### config.mk
export PLATFORM = sky130hd
export DESIGN_NAME = display_scheduler_flat
export DESIGN_NICKNAME = d
export VERILOG_FILES = /design/src/rtl/display_scheduler_if.sv /design/src/rtl/display_scheduler.sv /design/src/flat_wrapper.sv
export SDC_FILE = /design/constraint.sdc
export NUM_CORES = 1
export LEC_CHECK = 0
export CORE_ASPECT_RATIO = 0.6
export CORE_MARGIN = 2
export CORE_UTILIZATION = 50
export CTS_CLUSTER_DIAMETER = 120
export CTS_CLUSTER_SIZE = 14
export DETAILED_ROUTE_END_ITERATION = 12
export MAX_ROUTING_LAYER = met4
export PLACE_DENSITY = 0.92
export SYNTH_ARGS = -nofsm -noshare
export SYNTH_HDL_FRONTEND = slang
export SYNTH_SLANG_ARGS = --single-unit
### constraint.sdc
create_clock -name clk -period 5.12 [get_ports clk]
set_clock_uncertainty 0.15 [all_clocks]
set_input_delay 0.512 -clock clk [delete_from_list [all_inputs] [get_ports clk]]
set_output_delay 0.512 -clock clk [all_outputs]
set_load 0.02 [all_outputs]
### src/rtl/display_scheduler_if.sv
// Request/ack and digit bus between the two display requesters and the scheduler.
// The master side drives the requests and watches the grants and digits.
interface display_scheduler_if;
    logic        req_a;
    logic [15:0] data_a;
    logic        req_b;
    logic [15:0] data_b;
    logic        ack_a;
    logic        ack_b;
    logic [1:0]  owner;
    logic [3:0]  first;
    logic [3:0]  second;
    logic [3:0]  third;
    logic [3:0]  fourth;

    modport master (
        output req_a, data_a, req_b, data_b,
        input  ack_a, ack_b, owner, first, second, third, fourth
    );

    modport slave (
        input  req_a, data_a, req_b, data_b,
        output ack_a, ack_b, owner, first, second, third, fourth
    );
endinterface

### src/rtl/display_scheduler.sv
// Round-robin arbiter sharing one 4-digit seven-segment display between two
// requesters, with a minimum ownership time enforced only against a competitor.
module display_scheduler #(
    parameter int unsigned HOLD_CYCLES = 50_000_000,
    parameter int unsigned CNT_W       = 26
) (
    input  logic                clk,
    input  logic                rst_n,
    display_scheduler_if.slave  bus
);

    typedef enum logic [1:0] {
        IDLE    = 2'b00,
        GRANT_A = 2'b01,
        GRANT_B = 2'b10
    } state_t;

    localparam logic [CNT_W-1:0] HOLD_MAX = CNT_W'(HOLD_CYCLES - 1);

    state_t             state_q, state_d;
    logic [CNT_W-1:0]   cnt_q, cnt_d;
    logic               rr_q, rr_d;
    logic               ack_a_q, ack_a_d;
    logic               ack_b_q, ack_b_d;
    logic [15:0]        digits_q, digits_d;
    logic               expired;

    assign expired = (cnt_q == HOLD_MAX);

    always_ff @(posedge clk or negedge rst_n) begin
        if (!rst_n) begin
            state_q  <= IDLE;
            cnt_q    <= '0;
            rr_q     <= 1'b0;
            ack_a_q  <= 1'b0;
            ack_b_q  <= 1'b0;
            digits_q <= '0;
        end else begin
            state_q  <= state_d;
            cnt_q    <= cnt_d;
            rr_q     <= rr_d;
            ack_a_q  <= ack_a_d;
            ack_b_q  <= ack_b_d;
            digits_q <= digits_d;
        end
    end

    always_comb begin
        state_d = state_q;
        unique case (state_q)
            IDLE: begin
                if (bus.req_a && bus.req_b) state_d = rr_q ? GRANT_B : GRANT_A;
                else if (bus.req_a)         state_d = GRANT_A;
                else if (bus.req_b)         state_d = GRANT_B;
            end
            GRANT_A: begin
                // Voluntary release skips the hold; preemption needs it expired.
                if (!bus.req_a)               state_d = bus.req_b ? GRANT_B : IDLE;
                else if (expired && bus.req_b) state_d = GRANT_B;
            end
            GRANT_B: begin
                if (!bus.req_b)               state_d = bus.req_a ? GRANT_A : IDLE;
                else if (expired && bus.req_a) state_d = GRANT_A;
            end
            default: state_d = IDLE;
        endcase
    end

    always_comb begin
        ack_a_d  = (state_d == GRANT_A) && (state_q != GRANT_A);
        ack_b_d  = (state_d == GRANT_B) && (state_q != GRANT_B);
        rr_d     = rr_q;
        cnt_d    = cnt_q;
        digits_d = digits_q;

        if (ack_a_d)      rr_d = 1'b1;
        else if (ack_b_d) rr_d = 1'b0;

        if (ack_a_d || ack_b_d || state_d == IDLE) cnt_d = '0;
        else if (!expired)                         cnt_d = cnt_q + CNT_W'(1);

        // Digits follow the next owner's word; IDLE leaves the last word shown.
        if (state_d == GRANT_A)      digits_d = bus.data_a;
        else if (state_d == GRANT_B) digits_d = bus.data_b;
    end

    assign bus.owner  = state_q;
    assign bus.ack_a  = ack_a_q;
    assign bus.ack_b  = ack_b_q;
    assign bus.first  = digits_q[15:12];
    assign bus.second = digits_q[11:8];
    assign bus.third  = digits_q[7:4];
    assign bus.fourth = digits_q[3:0];

endmodule

### src/flat_wrapper.sv
// flat-port wrapper written by rule: the top's interface ports become plain ports
module display_scheduler_flat 
#(
    parameter int unsigned HOLD_CYCLES = 50_000_000,
    parameter int unsigned CNT_W       = 26
)
  (clk, rst_n, bus_req_a, bus_data_a, bus_req_b, bus_data_b, bus_ack_a, bus_ack_b, bus_owner, bus_first, bus_second, bus_third, bus_fourth);
  display_scheduler_if bus_i ();
  input  logic clk;
  input  logic rst_n;
  input wire logic [$bits(bus_i.req_a)-1:0] bus_req_a;
  input wire logic [$bits(bus_i.data_a)-1:0] bus_data_a;
  input wire logic [$bits(bus_i.req_b)-1:0] bus_req_b;
  input wire logic [$bits(bus_i.data_b)-1:0] bus_data_b;
  output wire logic [$bits(bus_i.ack_a)-1:0] bus_ack_a;
  output wire logic [$bits(bus_i.ack_b)-1:0] bus_ack_b;
  output wire logic [$bits(bus_i.owner)-1:0] bus_owner;
  output wire logic [$bits(bus_i.first)-1:0] bus_first;
  output wire logic [$bits(bus_i.second)-1:0] bus_second;
  output wire logic [$bits(bus_i.third)-1:0] bus_third;
  output wire logic [$bits(bus_i.fourth)-1:0] bus_fourth;
  assign bus_i.req_a = bus_req_a;
  assign bus_i.data_a = bus_data_a;
  assign bus_i.req_b = bus_req_b;
  assign bus_i.data_b = bus_data_b;
  assign bus_ack_a = bus_i.ack_a;
  assign bus_ack_b = bus_i.ack_b;
  assign bus_owner = bus_i.owner;
  assign bus_first = bus_i.first;
  assign bus_second = bus_i.second;
  assign bus_third = bus_i.third;
  assign bus_fourth = bus_i.fourth;
  display_scheduler #(.HOLD_CYCLES(HOLD_CYCLES), .CNT_W(CNT_W)) u_core (.clk(clk), .rst_n(rst_n), .bus(bus_i));
endmodule
* Word level (Yosys, flattened, before mapping)
Cells that the tools add are included.
W data, S select, Z words.
** Word-level totals
- Flip-flop bits (word level) :: 47
- Input bits :: 36
- Word-level logic and storage cells :: 43
** Operators by class
- $add $sub $neg :: 1
- Eq/ne operators :: 8
- Multiplexer cells :: 17
- Reduce and logical (&&, ||, !) cells :: 11
** Operator list (count)
- $mux W26 :: 2
- $mux W16 :: 2
- $add A26 B1 Y26 const B :: 1
- $eq A26 B26 Y1 const B :: 1
- $mux W2 :: 9
- $pmux W2 S3 :: 1
- $logic_and A1 B1 Y1 :: 5
- $eq A2 B1 Y1 const B :: 2
- $eq A2 B2 Y1 const B :: 2
- $logic_not A2 Y1 :: 2
- $ne A2 B2 Y1 const B :: 2
- $reduce_bool A2 Y1 :: 2
- $mux W1 :: 3
- $logic_or A1 B1 Y1 :: 2
- $ne A2 B1 Y1 const B :: 1

* Depth between registers and ports, before layout
- Depth in word-level cells :: 10
- Depth in mapped cells :: 14
- Gate-level depth less buffers :: 12

* Least setup slack after synthesis
No wires, ideal clock.
- Path type :: register to register
- Start :: register u_core.cnt_q[0]
- End :: register u_core.cnt_q[10]
- Data arrival time :: 3.738 ns
- Setup slack :: 1.165 ns
- Stages on the path, launching flop included :: 15
- Buffers on the path :: 3
- Path through :: dfrtp_1 > ha_1 > nand2_1 > or2_0 > buf_6 > nor4_4 > mux2i_1 > or4b_1 > ha_1 > clkbuf_1 > a21boi_0 > or3_1 > clkbuf_1 > or4_2 > nand2_1
** Between the ends
- Word-level cells in the longest chain between the ends :: 10
- Elaborated cells on any way between the ends :: 19
** RTL lines
- start: declaration :: line display_scheduler.sv:21 : logic [CNT_W-1:0] cnt_q, cnt_d;
- start signal: assignment :: line display_scheduler.sv:40 : cnt_q <= cnt_d;
- $eq A26 B26 Y1 * :: line display_scheduler.sv:28 : assign expired = (cnt_q == HOLD_MAX);
- $logic_and A1 B1 Y1 (on tied branches) :: line display_scheduler.sv:63, display_scheduler.sv:59
- $mux W2 (on tied branches) :: line display_scheduler.sv:63, display_scheduler.sv:59
- $mux W2 (on tied branches) :: line display_scheduler.sv:62, display_scheduler.sv:58
- $pmux W2 S3 * :: line display_scheduler.sv:50 : unique case (state_q)
- $eq A2 B1 Y1 * :: line display_scheduler.sv:70 : ack_a_d = (state_d == GRANT_A) && (state_q != GRANT_A);
- $logic_and A1 B1 Y1 * :: line display_scheduler.sv:70
- net u_core.ack_a_d :: line display_scheduler.sv:23 : logic ack_a_q, ack_a_d;
- $logic_or A1 B1 Y1 * (2 in series) :: line display_scheduler.sv:79 : if (ack_a_d || ack_b_d || state_d == IDLE) cnt_d = '0;
- $ne A2 B2 Y1 (no line) / $mux W26 (equally long branches)
Mark *: on every way through the listed nets, which the timed path passes. The rest lies on a longest branch. The select of a mux whose other input is x is not followed.
A chain may end at the register's enable or synchronous reset.

* Worst setup path in the final report
- Start :: register u_core.cnt_q[0]
- End :: register u_core.cnt_q[3]
Same word-level chain as after synthesis.

==> impl_metrics.yaml <==
timing:
  tightest_slew_ps: 1030
  finalCriticalPeriod_ps: 4360
  rsz0062_at_grt: "false"
  finalCritPeriodShare: 0.852
  max-slew-margin-rel: 0.312
  maxClockFrequency_mhz: 229
  final-setup-viol-count: 0
  final-hold-violation-count: 0
  holdWs_ps: 235
  timing.setup.tns_ps: 0
  drv_slew: 0
clock_network:
  cts-root-buf: "clkbuf_8"
  cts-htree-levels: 2
  clock_latency_of_the_later_clocked_register_in_the_worst_skew_pair_ps: 300
  cts_post_setup_buffers_inserted: 0
  clkTransAtPathRegs_ps: 80
  cts_resized: 0
  cts-hold-fix-buffers: 0
  clock_tree.buffer_depth: 2
  cts_tree: "done"
  inserted_clock_buffers: 5
  cts.sinks: 47
worst_setup_path:
  critical_path_arrival_ps: 4450
  worst_setup_start_kind: "register"
  critPathMaxFanout: 25
  endpoint_kind: "register"
  worst_path_max_delay_cell: "or4_2"
  required_time_of_the_critical_path_ps: 5210
  timing.reg2reg.worst_path_depth: 11
  crit_path_cell_trace: "ha_1 -> nand2_1 -> or2_0 -> nor4_4 -> mux2i_1 -> or4b_1 -> ha_1 -> a21boi_0 -> or3_1 -> or4_2 -> nand2_1"
  setup.reg_to_reg.worst_slack_ps: 760
  slowest_delay_ps: 720
  setup.worst_path.class: "reg2reg"
global_routing:
  grt_max_degree: 48
  grt_overflow_total: 0
  grt_pass1_vias: 1964
  grt.total_usage: 0.225
  number_of_antenna_violations_at_the_first_check_in_global_routing: 0
  grt_first_pass_wirelength_mm: 9.16
cells_and_area:
  final_cell_count_no_fill: 364
  area_growth_pct: 27.5
  nNetsFinal: 342
  design_area_um2: 3070
  antenna_cells_inserted: 0
  final_layout_size_suffix_gt1_frac: 0.0432
placement:
  dpl.hpwl_mm: 4.15
  placedCellCount: 358
  weighted_congestion_reported_at_the_end_of_routability_driven_placement: 0.865
  port_buffer_count: 55
  placed_area_um2: 3000
detailed_routing:
  met2WireLength_mm: 2.59
  wirelength_met1_mm: 2.64
  drc_errors: 0
  detailroute.via_count: 2003
  route.final.wire_length_mm: 5.55
  dr.max_layer_used: "met4"
  dr_wl_met3_um: 249
  drt.antenna.violating_nets: 0
  drt-vias-per-instance: 5.50
  routed_wire_length_per_instance_um: 15.2
  drt_iter0_markers: 130
  drt_pass1_iterations: 4
logic_synthesis:
  synth_largest_type_area_fraction: 0.488
  synthMostInstantiatedCell: "dfrtp_1"
  syn_nets: 289
  syn_warnings: 0
  syn_area_per_cell_um2: 9.68
  syn_inst: 249
  yosys-top-cells-count: "dfrtp_1 (47), nor2_1 (36), a21oi_1 (21), nand2_1 (21), mux2i_1 (20)"
  synth_enable_flop_cells: 0
  part_of_the_yosys_area_used_for_sequential_elements: 0.488
  yosysTopAreaCell: "dfrtp_1"
  postSynth.topFlopCell: "dfrtp_1"
  number_of_storage_elements_in_the_synthesis_netlist: 47
  synth_area_um2: 2410
  synth_cell_type_count: 38
  synthTopCellsByArea: "dfrtp_1 (49%), mux2i_1 (8.3%), nor2_1 (5.6%)"
  synth_async_sr_flop_share: 1.00
pwr:
  pwr_density_cell_nw_per_um2: 383
  worst_ir_drop_vdd_mv: 0.316
  leakage_power_of_the_design_nw: 1.24
floorplanning:
  floorplan.die_area_um2: 5410
  num_rows: 19
  floorplan.die.width_um: 93.7
  ios: 56
  initial_core_util: 0.523
  die-height_um: 57.8
  fp.coreArea_um2: 4610
job:
  max-cap-violations: 0
hold_path:
  worst_hold_path_type: "in2async"
status:
  run_status: "finished, final reports clean"
## registers in the layout (all words and copies together) (netlist names)
name,flops
u_core.rr_q,1
u_core.bus.ack_b,1
u_core.bus.owner,2
u_core.bus.ack_a,1
u_core.digits_q,16
u_core.cnt_q,26
## logic make-up (layout without fill, tap and decap cells)
| group | count (synthesis) | count (layout) | synth area share |
|---|---|---|---|
| AND/OR/NAND/NOR | 112 | 112 | 0.243 |
| flip-flops | 47 | 47 | 0.488 |
| AO/OA/AOI/OAI | 34 | 34 | 0.0810 |
| multiplexers | 20 | 20 | 0.0830 |
| buffers and inverters | 17 | 69 | 0.0301 |
| XOR/XNOR | 15 | 15 | 0.0545 |
| adder cells (fa/ha/maj) | 4 | 4 | 0.0208 |
## metrics by stage
| stage | utilization | setup slack [ps] | power [mW] |
|---|---|---|---|
| after global placement | 0.651 | 932 | 0.960 |
| after detailed placement | 0.651 | 768 | 0.978 |
| after CTS | 0.666 | 744 | 1.19 |
| after global routing | 0.666 | 456 | 1.25 |
| after floorplan | - | 1170 | 0.757 |
| final | 0.666 | 759 | 1.18 |
## layout make-up
type	count	area [um2]
inverters	6	22.5
repair buffers	57	561
multi-input cells	185	1160
well taps	63	78.8
flip-flops and latches	47	1180
clock buffers	6	72.6
fillers	373	1540
## critical path, delay by kind of cell, from the launching register on
family | cells | cell delay (ps)
DFF | 1 | 390
muxes | 1 | 160
adders and majority gates | 2 | 400
AOI/OAI and AO/OA | 1 | 180
and+or+nand+nor | 7 | 3020
## final timing paths
kind | from | to
min in group clk | u_core.cnt_q[2]$_DFFE_PN0P_ | u_core.cnt_q[2]$_DFFE_PN0P_
max in group asynchronous | rst_n | u_core.bus.ack_b$_DFF_PN0_
min reg2reg | u_core.cnt_q[2]$_DFFE_PN0P_ | u_core.cnt_q[2]$_DFFE_PN0P_
min | rst_n | u_core.cnt_q[14]$_DFFE_PN0P_
max reg2reg | u_core.cnt_q[0]$_DFFE_PN0P_ | u_core.cnt_q[3]$_DFFE_PN0P_
max | u_core.cnt_q[0]$_DFFE_PN0P_ | u_core.cnt_q[3]$_DFFE_PN0P_
## placed cells by master, fill, tap and decap left out, types with 2 or more instances in the layout
cell / instances
a21oi_1: 21
and2_1: 3
and3_1: 4
buf_4: 2
clkbuf_8: 5
clkdlybuf4s50_1: 54
dfrtp_1: 47
ha_1: 4
inv_1: 6
mux2i_1: 20
nand2_1: 21
nand2b_1: 3
nand3_1: 7
nand4_1: 4
nor2_1: 36
nor3_1: 8
nor4_1: 6
nor4b_1: 3
o211ai_1: 3
o21ai_0: 4
o31ai_1: 2
or3_1: 6
or4_2: 2
xnor2_1: 10
xor2_1: 5
## report_power, final
group	internal, mW	total, mW	switching (mW)
logic	0.210	0.467	0.258
registers	0.451	0.505	0.0538
clock network	0.0911	0.204	0.113
total	0.752	1.18	0.425
## routing by layer
metal,global-route usage,vias up
met5,-,-
met4,0.0621,0
met3,0.0494,6
met2,0.346,45
met1,0.305,972
li1,-,980
Power figures use the tool's default switching activity.
